`src/rtl/issue_select_scheduler_if.sv`:
```
// Issue-select handshake bundle: RS readiness in, issue slots and grants out.
interface issue_select_scheduler_if #(
    parameter int N_WAY = 3,
    parameter int N_RS  = 16
);
    localparam int IW = $clog2(N_RS);
    localparam int CW = $clog2(N_WAY) + 1;

    logic [N_RS-1:0]            rs_ready;
    logic [N_RS-1:0]            rs_is_mul;
    logic                       ex_stall;
    logic                       squash;
    logic [N_WAY-1:0]           slot_valid;
    logic [N_WAY-1:0][IW-1:0]   slot_idx;
    logic [N_RS-1:0]            rs_grant;
    logic [CW-1:0]              issue_count;
    logic [CW-1:0]              alu_budget;

    // Pipeline side: drives readiness/control, receives grants.
    modport master (
        output rs_ready, rs_is_mul, ex_stall, squash,
        input  slot_valid, slot_idx, rs_grant, issue_count, alu_budget
    );

    // Scheduler side.
    modport slave (
        input  rs_ready, rs_is_mul, ex_stall, squash,
        output slot_valid, slot_idx, rs_grant, issue_count, alu_budget
    );
endinterface

```
`src/rtl/issue_select_scheduler.sv`:
```
// Round-robin issue select with shared-multiplier limit and CDB writeback
// reservation. Grants are combinational from the current ready vector;
// the scan pointer and the writeback reservation table are registered.
module issue_select_scheduler #(
    parameter int N_WAY   = 3,
    parameter int N_RS    = 16,
    parameter int MUL_LAT = 4,
    parameter int N_MUL   = 1
) (
    input  logic                  i_clk,
    input  logic                  i_rst_n,
    issue_select_scheduler_if.slave io_bus
);
    localparam int IW = $clog2(N_RS);
    localparam int CW = $clog2(N_WAY) + 1;
    localparam int PW = IW + 1;
    localparam logic [CW-1:0] C_NWAY = CW'(N_WAY);
    localparam logic [CW-1:0] C_NMUL = CW'(N_MUL);
    localparam logic [PW-1:0] C_NRS  = PW'(N_RS);

    // r_resv[k] counts writebacks already committed for cycle now+k.
    // r_resv[MUL_LAT] is always zero before issue, so muls need no CDB check.
    logic [IW-1:0]            r_rr_ptr;
    logic [CW-1:0]            r_resv [1:MUL_LAT];

    logic                     w_active;
    logic [CW-1:0]            w_alu_budget;
    logic [CW-1:0]            w_total;
    logic [CW-1:0]            w_mul_cnt;
    logic [CW-1:0]            w_alu_cnt;
    logic [PW-1:0]            w_pos;
    logic [IW-1:0]            w_idx;
    logic                     w_take;
    logic [IW-1:0]            w_last;
    logic                     w_any;
    logic [N_RS-1:0]          w_grant;
    logic [N_WAY-1:0]         w_slot_valid;
    logic [N_WAY-1:0][IW-1:0] w_slot_idx;
    logic [PW-1:0]            w_next_sum;
    logic [IW-1:0]            w_next_ptr;

    // Reset is folded in so that outputs drop immediately while it is low.
    assign w_active     = i_rst_n & ~io_bus.squash & ~io_bus.ex_stall;
    assign w_alu_budget = C_NWAY - r_resv[1];

    // Rotating scan from r_rr_ptr; ineligible entries are skipped, not blocking.
    always_comb begin
        w_grant      = '0;
        w_slot_valid = '0;
        w_slot_idx   = '0;
        w_total      = '0;
        w_mul_cnt    = '0;
        w_alu_cnt    = '0;
        w_last       = '0;
        w_any        = 1'b0;
        w_pos        = '0;
        w_idx        = '0;
        w_take       = 1'b0;
        for (int i = 0; i < N_RS; i++) begin
            w_pos = {1'b0, r_rr_ptr} + PW'(i);
            if (w_pos >= C_NRS) begin
                w_pos = w_pos - C_NRS;
            end
            w_idx  = w_pos[IW-1:0];
            w_take = 1'b0;
            if (w_active && io_bus.rs_ready[w_idx] && (w_total < C_NWAY)) begin
                if (io_bus.rs_is_mul[w_idx]) begin
                    w_take = (w_mul_cnt < C_NMUL);
                end else begin
                    w_take = (w_alu_cnt < w_alu_budget);
                end
            end
            if (w_take) begin
                for (int s = 0; s < N_WAY; s++) begin
                    if (w_total == CW'(s)) begin
                        w_slot_valid[s] = 1'b1;
                        w_slot_idx[s]   = w_idx;
                    end
                end
                w_grant[w_idx] = 1'b1;
                if (io_bus.rs_is_mul[w_idx]) begin
                    w_mul_cnt = w_mul_cnt + CW'(1);
                end else begin
                    w_alu_cnt = w_alu_cnt + CW'(1);
                end
                w_total = w_total + CW'(1);
                w_last  = w_idx;
                w_any   = 1'b1;
            end
        end
    end

    // Pointer resumes just past the last granted entry, wrapping at N_RS.
    always_comb begin
        w_next_sum = {1'b0, w_last} + PW'(1);
        w_next_ptr = (w_next_sum >= C_NRS) ? '0 : w_next_sum[IW-1:0];
    end

    // State update: squash kills in-flight muls, stall freezes everything.
    always_ff @(posedge i_clk or negedge i_rst_n) begin
        if (!i_rst_n) begin
            r_rr_ptr <= '0;
            for (int k = 1; k <= MUL_LAT; k++) begin
                r_resv[k] <= '0;
            end
        end else if (io_bus.squash) begin
            r_rr_ptr <= '0;
            for (int k = 1; k <= MUL_LAT; k++) begin
                r_resv[k] <= '0;
            end
        end else if (!io_bus.ex_stall) begin
            if (w_any) begin
                r_rr_ptr <= w_next_ptr;
            end
            for (int k = 1; k < MUL_LAT; k++) begin
                if (k == MUL_LAT - 1) begin
                    r_resv[k] <= r_resv[k+1] + w_mul_cnt;
                end else begin
                    r_resv[k] <= r_resv[k+1];
                end
            end
            r_resv[MUL_LAT] <= '0;
        end
    end

    assign io_bus.slot_valid  = w_slot_valid;
    assign io_bus.slot_idx    = w_slot_idx;
    assign io_bus.rs_grant    = w_grant;
    assign io_bus.issue_count = w_total;
    assign io_bus.alu_budget  = w_alu_budget;
endmodule
```
`src/flat_wrapper.sv`:
```
// flat-port wrapper written by rule: the top's interface ports become plain ports
module issue_select_scheduler_flat 
#(
    parameter int N_WAY   = 3,
    parameter int N_RS    = 16,
    parameter int MUL_LAT = 4,
    parameter int N_MUL   = 1
)
  (i_clk, i_rst_n, io_bus_rs_ready, io_bus_rs_is_mul, io_bus_ex_stall, io_bus_squash, io_bus_slot_valid, io_bus_slot_idx, io_bus_rs_grant, io_bus_issue_count, io_bus_alu_budget);
  issue_select_scheduler_if #(.N_WAY(N_WAY), .N_RS(N_RS)) io_bus_i ();
  input  logic i_clk;
  input  logic i_rst_n;
  input wire logic [$bits(io_bus_i.rs_ready)-1:0] io_bus_rs_ready;
  input wire logic [$bits(io_bus_i.rs_is_mul)-1:0] io_bus_rs_is_mul;
  input wire logic [$bits(io_bus_i.ex_stall)-1:0] io_bus_ex_stall;
  input wire logic [$bits(io_bus_i.squash)-1:0] io_bus_squash;
  output wire logic [$bits(io_bus_i.slot_valid)-1:0] io_bus_slot_valid;
  output wire logic [$bits(io_bus_i.slot_idx)-1:0] io_bus_slot_idx;
  output wire logic [$bits(io_bus_i.rs_grant)-1:0] io_bus_rs_grant;
  output wire logic [$bits(io_bus_i.issue_count)-1:0] io_bus_issue_count;
  output wire logic [$bits(io_bus_i.alu_budget)-1:0] io_bus_alu_budget;
  assign io_bus_i.rs_ready = io_bus_rs_ready;
  assign io_bus_i.rs_is_mul = io_bus_rs_is_mul;
  assign io_bus_i.ex_stall = io_bus_ex_stall;
  assign io_bus_i.squash = io_bus_squash;
  assign io_bus_slot_valid = io_bus_i.slot_valid;
  assign io_bus_slot_idx = io_bus_i.slot_idx;
  assign io_bus_rs_grant = io_bus_i.rs_grant;
  assign io_bus_issue_count = io_bus_i.issue_count;
  assign io_bus_alu_budget = io_bus_i.alu_budget;
  issue_select_scheduler #(.N_WAY(N_WAY), .N_RS(N_RS), .MUL_LAT(MUL_LAT), .N_MUL(N_MUL)) u_core (.i_clk(i_clk), .i_rst_n(i_rst_n), .io_bus(io_bus_i));
endmodule
```
`config.mk`:
```
export PLATFORM = sky130hd
export DESIGN_NAME = issue_select_scheduler_flat
export DESIGN_NICKNAME = d
export VERILOG_FILES = /design/src/rtl/issue_select_scheduler_if.sv /design/src/rtl/issue_select_scheduler.sv /design/src/flat_wrapper.sv
export SDC_FILE = /design/constraint.sdc
export NUM_CORES = 1
export LEC_CHECK = 0
export ABC_CLOCK_PERIOD_IN_PS = 34400
export CAP_MARGIN = 20
export CELL_PAD_IN_SITES_DETAIL_PLACEMENT = 1
export CELL_PAD_IN_SITES_GLOBAL_PLACEMENT = 2
export CORE_MARGIN = 5
export CORE_UTILIZATION = 33
export CTS_CLUSTER_SIZE = 16
export DETAILED_ROUTE_END_ITERATION = 8
export PLACE_DENSITY = 0.79
export SLEW_MARGIN = 20
export SYNTH_ARGS = -nofsm -noshare
export SYNTH_HDL_FRONTEND = slang
export SYNTH_SLANG_ARGS = --single-unit
```
`constraint.sdc`:
```
create_clock -name i_clk -period 34.4 [get_ports i_clk]
set_input_delay 5.16 -clock i_clk [delete_from_list [all_inputs] [get_ports i_clk]]
set_output_delay 5.16 -clock i_clk [all_outputs]
set_load 0.005 [all_outputs]
```
==> results of run 1 <==
## cells by family after synthesis
group | count (synthesis) | share of synthesized area [%]
AOI/OAI and AO/OA | 666 | 37.0
xor gates and xnor gates | 38 | 2.76
adders and majority gates | 129 | 12.3
buffers and inverters | 217 | 7.22
DFF | 13 | 2.47
muxes | 138 | 14.7
and+or+nand+nor | 667 | 23.6
## power by group
group          total, mW  internal [mW]  leakage, nW  switching [mW]
Clock             0.0237         0.0156       0.0409         0.00814
Sequential        0.0256         0.0184        0.172         0.00729
Combinational       1.58          0.575         6.07            1.01
## worst paths after layout
check	startpoint	to	slack [ns]	cells after the start
setup / recovery	i_rst_n	io_bus_rs_grant[10]	0.82	109
hold / removal	u_core.r_resv[3]	u_core.r_resv[3]	0.49	1
setup reg to reg	u_core.r_rr_ptr[1]	u_core.r_rr_ptr[3]	8.42	113
hold reg to reg	u_core.r_resv[3]	u_core.r_resv[3]	0.49	1
max in group asynchronous	i_rst_n	u_core.r_rr_ptr[1]	28.97	2
min in group asynchronous	i_rst_n	u_core.r_resv[10]	5.28	2
## sequential cells by signal (all words and copies together) (netlist names)
| signal | count |
|---|---|
| u_core.r_resv | 9 |
| u_core.r_rr_ptr | 4 |
## repair_timing
item / 4_1_cts / 5_1_grt
gates cloned: 1 / 1
pin swaps: 2 / 22
gates resized for setup: 10 / 97
endpoints found under the hold margin: 0 / 0
endpoints found under the setup margin: 34 / 34
setup buffers: 1 / 20
## cells in the mapped netlist, types with 14 or more instances
cell type	number
a211oi_1	20
a21o_1	16
a21oi_1	108
a221o_1	24
a221oi_1	27
a31oi_1	35
and2_1	26
and3_1	25
buf_2	20
buf_4	15
clkbuf_1	68
ha_1	128
inv_1	86
mux2_2	35
mux2i_1	57
mux4_2	38
nand2_1	283
nand3_1	66
nand4_1	17
nor2_1	141
nor3_1	23
o2111ai_1	14
o211ai_1	88
o21ai_0	113
o21ai_1	20
o221ai_1	14
o31ai_1	14
xnor2_1	28
## layout make-up
type	count	area share [%]
antenna	1	0.0165
timing repair buffer	153	9.24
sequential	13	2.17
inverter	96	2.41
tap	525	4.33
clock buffer	3	0.495
multi-input combinational	1640	81.3
clock inverter	1	0.0330
## through the flow
| step | power [mW] | setup slack [ns] | area, um^2 |
|---|---|---|---|
| after global routing | 1.75 | -0.300 | 15200 |
| final | 1.63 | 0.819 | 15200 |
| after global placement | 1.47 | 0.383 | 14400 |
| after CTS | 1.54 | 0.0369 | 14600 |
| after detailed placement | 1.50 | -0.933 | 14400 |
| after floorplan | 0.998 | 1.46 | 13200 |
## metal layers
metal	vias to the layer above	wire length (um)
met2	638	30300
met5	-	0
li1	7239	-
met3	157	3850
met1	7988	27900
met4	0	3070
==> qor.yml, run 1 <==
clock_tree:
  clkSinkCount: 13
  root_buffer: "clkbuf_16"
  htreeDepth: 1
  clock_path_buffers: 2
  clkLatencyLatePin_ns: 0.26
  tritoncts: "done"
  cts_made_buffers: 3
  postCtsHoldBufs: 0
  clk_pin_slew_worst_paths_ns: 0.05
timing:
  worst_pin_slew_ns: 0.978
  slew-limit-headroom_pct: 34.5
  skew_ns: 0.00262
  setup-violations-final: 0
  fin_crit_sh_pct: 97.6
  hold_viol: 0
  hold_slack_ns: 0.491
  min_period_ns: 33.58
  tns_ns: 0
  fmax_ghz: 0.0298
  finalMaxSlewViolations: 0
drt:
  viasPerCell: 6.59
  antenna_left: 0
  drt_iter0_drc: 1313
  routed_wl_mm: 65.1
  drt-wirelength-per-cell_um: 26.8
  vias: 16000
  drc_errors: 0
  first_pass_iters: 5
final_layout:
  ff_latch_area_um2: 329
  final_layout_size_suffix_gt1_share_pct: 16.2
  final_common_cell: "nand2_1"
  num-fill-cells: 4953
  final_nets: 2072
  fin_util_pct: 38.3
  multi_input_area_um2: 12300
  area_delta_synth_final_pct: 15.2
  fin_cells: 2432
  final_cell_mix: "nand2_1 (277), nor2_1 (137), ha_1 (127)"
setup_path:
  cp_max_fo: 14
  path_buf_inv: 10
  cp_data_arrival_time_ns: 28.42
  cp.required_ns: 29.24
  crit_family: "simple AND/OR/NAND/NOR gates"
  crit_type: "in -> out"
  cp_slowest_stage_delay_ns: 0.53
  slowest_stage: "clkdlybuf4s50_1"
  worst_setup_path_end_kind: "output pin"
  crit_top_cell: "ha_1"
  start_kind: "input pin"
status:
  status: "finished, final reports clean"
placement:
  gp_congestion: 0.940
  port_buffers: 72
  dp.cells: 2404
  dp_hpwl_mm: 50.3
grt:
  grt_use_met2_pct: 46.7
  busiest_layer: "met2"
  met3_usage_pct: 1.79
  grt_pass1_vias: 15900
  grt_use_total_pct: 27.7
  antenna_found_initial: 1
  use_met1_pct: 37.1
  grt_pass1_wl_mm: 97.2
  grt_max_degree: 56
  overflow: 0
synth:
  yosys.area.top_type_share_pct: 12.2
  synth_cell_types: 124
  synth_area_um2: 13200
  syn_nets: 2033
  syn-mean-instance-area_um2: 7.05
  ys_ff_latch: 13
  synth_ff_type: "dfrtp_1"
  ys_top_cells_by_area: "ha_1 (12%), nand2_1 (8.1%), mux4_2 (6.5%), o211ai_1 (5.0%), mux2i_1 (4.3%)"
  synthArstFlopShare_pct: 100
  yosys.area.top_type: "ha_1"
  yosysSeqAreaShare_pct: 2.47
  synth_warnings: 0
  synth-edff-count: 0
  synth_cells: 1868
floorplanning:
  core-area_um2: 39600
  die_y_um: 210
  fp.dieW_um: 210
  io_pins: 73
  fp.dieArea_um2: 44000
  initial_core_util_pct: 33.2
  rows: 73
power:
  leakage_nw: 6.28
  ir_drop_v: 0.0000452
  powerDensity_nw_per_um2: 108
run:
  max_cap_violations: 0
min_path:
  hold_path_class: "reg -> reg"
Note: power is estimated with default switching activity, not from simulation.
==> run 2: changes to the inputs <==
--- a/config.mk
+++ b/config.mk
@@ -11,7 +11,7 @@
 export CELL_PAD_IN_SITES_GLOBAL_PLACEMENT = 2
 export CORE_MARGIN = 5
 export CORE_UTILIZATION = 33
-export CTS_CLUSTER_SIZE = 16
+export CTS_CLUSTER_SIZE = 8
 export DETAILED_ROUTE_END_ITERATION = 8
 export PLACE_DENSITY = 0.79
 export SLEW_MARGIN = 20
==> results of run 2 <==
Same layout as run 1: the final DEF is identical, and so are final timing and power.
==> run 3: changes to the inputs <==
--- a/config.mk
+++ b/config.mk
@@ -5,15 +5,16 @@
 export SDC_FILE = /design/constraint.sdc
 export NUM_CORES = 1
 export LEC_CHECK = 0
-export ABC_CLOCK_PERIOD_IN_PS = 34400
+export ABC_CLOCK_PERIOD_IN_PS = 38000
 export CAP_MARGIN = 20
 export CELL_PAD_IN_SITES_DETAIL_PLACEMENT = 1
 export CELL_PAD_IN_SITES_GLOBAL_PLACEMENT = 2
 export CORE_MARGIN = 5
-export CORE_UTILIZATION = 33
+export CORE_UTILIZATION = 37
 export CTS_CLUSTER_SIZE = 8
 export DETAILED_ROUTE_END_ITERATION = 8
-export PLACE_DENSITY = 0.79
+export PLACE_DENSITY = 0.84
+export SETUP_SLACK_MARGIN = 0.02
 export SLEW_MARGIN = 20
 export SYNTH_ARGS = -nofsm -noshare
 export SYNTH_HDL_FRONTEND = slang
==> constraint.sdc (replaced) <==
create_clock -name i_clk -period 38 [get_ports i_clk]
set_input_delay 5.7 -clock i_clk [delete_from_list [all_inputs] [get_ports i_clk]]
set_output_delay 5.7 -clock i_clk [all_outputs]
set_load 0.005 [all_outputs]
==> run 3 against run 2 <==
Routed wire length fell by 5.5%. Sequential cell count did not move. Global-route usage rose by 1.9 points. Worst setup slack improved by 0.96 ns. Non-clock buffer count fell by 33. Power fell by 13%. Critical path depth fell by 3. Sequential share of layout area rose by 0.099 points. Via count fell by 0.17%. First-iteration DRC count rose by 8.1%. Largest cell class unchanged.
==> qor.yml, run 3 (synthesis gave the netlist of run 1 again) <==
clock_tree:
  tritoncts: "done"
  clock_path_buffers: 2  # unchanged
  htreeDepth: 1  # unchanged
  cts_made_buffers: 3  # unchanged
  root_buffer: "clkbuf_16"
  clk_pin_slew_worst_paths_ns: 0.05  # about the same
  clkSinkCount: 13  # unchanged
  clkLatencyLatePin_ns: 0.25  # about the same
  post_cts_buffers: 0  # -1
floorplanning:
  io_pins: 73  # unchanged
  core-area_um2: 35300  # -11%
  fp.dieW_um: 199  # -5.3%
  rows: 69  # -5.5%
  initial_core_util_pct: 37.3  # +4.1 points
  fp.dieArea_um2: 39500  # -10%
  die_y_um: 199  # -5.3%
final_layout:
  design_area_um2: 14500  # -4.4%
  area_delta_synth_final_pct: 10.2
  final_common_cell: "nand2_1"
  num-fill-cells: 4494  # -9.3%
  final_cell_mix: "nand2_1 (283), nor2_1 (141), ha_1 (127)"
  largest_reg_flops: 9  # unchanged
  multi_input_area_um2: 12100  # -2.2%
  ff_latch_area_um2: 329  # unchanged
  final_layout_size_suffix_gt1_share_pct: 12.4  # -3.8 points
  reg_top3: "u_core.r_resv (9), u_core.r_rr_ptr (4)"
  final_nets: 2038  # -1.6%
  top_register: "u_core.r_resv"
  n_antenna_cell: 0  # -1
  fin_cells: 2333  # -4.1%
setup_path:
  cp_data_arrival_time_ns: 30.52  # +2.10 ns
  start_kind: "input pin"
  cp_slowest_stage_delay_ns: 0.64  # +0.11 ns
  crit_type: "in -> out"
  cp.required_ns: 32.30  # +3.06 ns
  worst_setup_path_end_kind: "output pin"
  crit_top_cell: "ha_1"
  cp_max_fo: 30  # +16
  slowest_stage: "fa_2"
grt:
  grt_pass1_vias: 16200  # +1.8%
  grt_max_degree: 51  # -8.9%
  grt_use_total_pct: 29.6  # +1.9 points
  overflow: 0  # unchanged
  grt_pass1_wl_mm: 93.5  # -3.7%
  antenna_found_initial: 1  # unchanged
timing:
  slew-limit-headroom_pct: 30.0  # -4.5 points
  worst_pin_slew_ns: 1.05  # +0.0683 ns
  fin_crit_sh_pct: 95.3
  fmax_ghz: 0.0276
  hold_viol: 0  # unchanged
  finalMaxSlewViolations: 0  # unchanged
  worst_slack_ns: 1.78  # +0.958 ns
  setup-violations-final: 0  # unchanged
  min_period_ns: 36.22
  skew_ns: 0.00379  # +0.00117 ns
placement:
  gp_congestion: 0.973  # +3.6%
  dp_hpwl_mm: 47.8  # -5.0%
  place_ws_ns: -0.348  # +0.585 ns
  dp.cells: 2327  # -3.2%
  placed_cell_area_um2: 14300  # -1.3%
  port_buffers: 72  # unchanged
power:
  ir_drop_v: 0.0000439  # -2.8%
  powerDensity_nw_per_um2: 97.6  # -9.2%
  leakage_nw: 5.82  # -7.4%
run:
  max_cap_violations: 0  # unchanged
drt:
  viasPerCell: 6.86  # +4.1%
  drt_iter0_drc: 1419  # +8.1%
  drc_errors: 0  # unchanged
  vias: 16000  # -0.17%
  antenna_left: 0  # unchanged
  drt-wirelength-per-cell_um: 26.3  # -1.5%
  first_pass_iters: 6  # +1
  routed_wl_mm: 61.5  # -5.5%
status:
  status: "finished, final reports clean"
min_path:
  hold_path_class: "reg -> reg"
-- run 3: stage by stage --
stage	hold WS [ns]	utilization, %	TNS [ns]	total power [mW]
2_1_floorplan	0.458	-	0	0.904
3_3_place_gp	0.482	40.4	0	1.32
3_5_place_dp	0.510	40.4	-4.99	1.35
4_1_cts	0.521	40.6	0	1.38
5_1_grt	0.550	41.1	-0.0565	1.52
6_report	0.525	41.1	0	1.42
-- run 3: report_power, final --
part | switching (mW) | leakage (nW) | internal, mW
Sequential | 0.000980 | 0.172 | 0.0167
Combinational | 0.890 | 5.61 | 0.488
Clock | 0.00638 | 0.0409 | 0.0140
-- run 3: path summary, 6_finish.rpt --
path | slack, ns | cells after the start | endpoint | start
min in group asynchronous | 5.78 | 2 | u_core.r_resv[3] | i_rst_n
min reg2reg | 0.52 | 1 | u_core.r_resv[3] | u_core.r_resv[3]
max reg2reg | 10.98 | 111 | u_core.r_rr_ptr[3] | u_core.r_rr_ptr[1]
max in group asynchronous | 32.03 | 2 | u_core.r_rr_ptr[1] | i_rst_n
max | 1.78 | 106 | io_bus_slot_idx[1] | i_rst_n
min | 0.52 | 1 | u_core.r_resv[3] | u_core.r_resv[3]
-- run 3: layout make-up --
| cell class | count | share of cell area (%) |
|---|---|---|
| clock buffer | 3 | 0.517 |
| clock inverter | 1 | 0.0345 |
| inverter | 96 | 2.52 |
| multi-input combinational | 1639 | 83.2 |
| sequential | 13 | 2.27 |
| tap | 461 | 3.98 |
| timing repair buffer | 120 | 7.50 |
-- run 3: timing repair --
action	in CTS	in global routing
pin swaps	0	1
hold buffers	0	0
cloned	0	1
setup endpoints to repair	34	34
gates resized for setup	2	26
-- run 3: layer usage --
layer  routed length (um)  vias to the layer above  GRT usage [%]  share of wire [%]
li1                     -                     7176              -                  -
met1                25900                     7929           39.4                 42
met2                28500                      705           49.6                 46
met3                 4040                      183           2.29                6.6
met4                 3080                        2           12.4                5.0
met5                    9                        -              0              0.015
-- run 3: critical path, delay by kind of cell --
family	cells	cell delay [ns]
fa+ha+maj	14	4.33
xor+xnor	7	1.51
simple gates	44	8.64
compound gates	28	6.30
buf+inv	6	1.81
mux	7	2.22
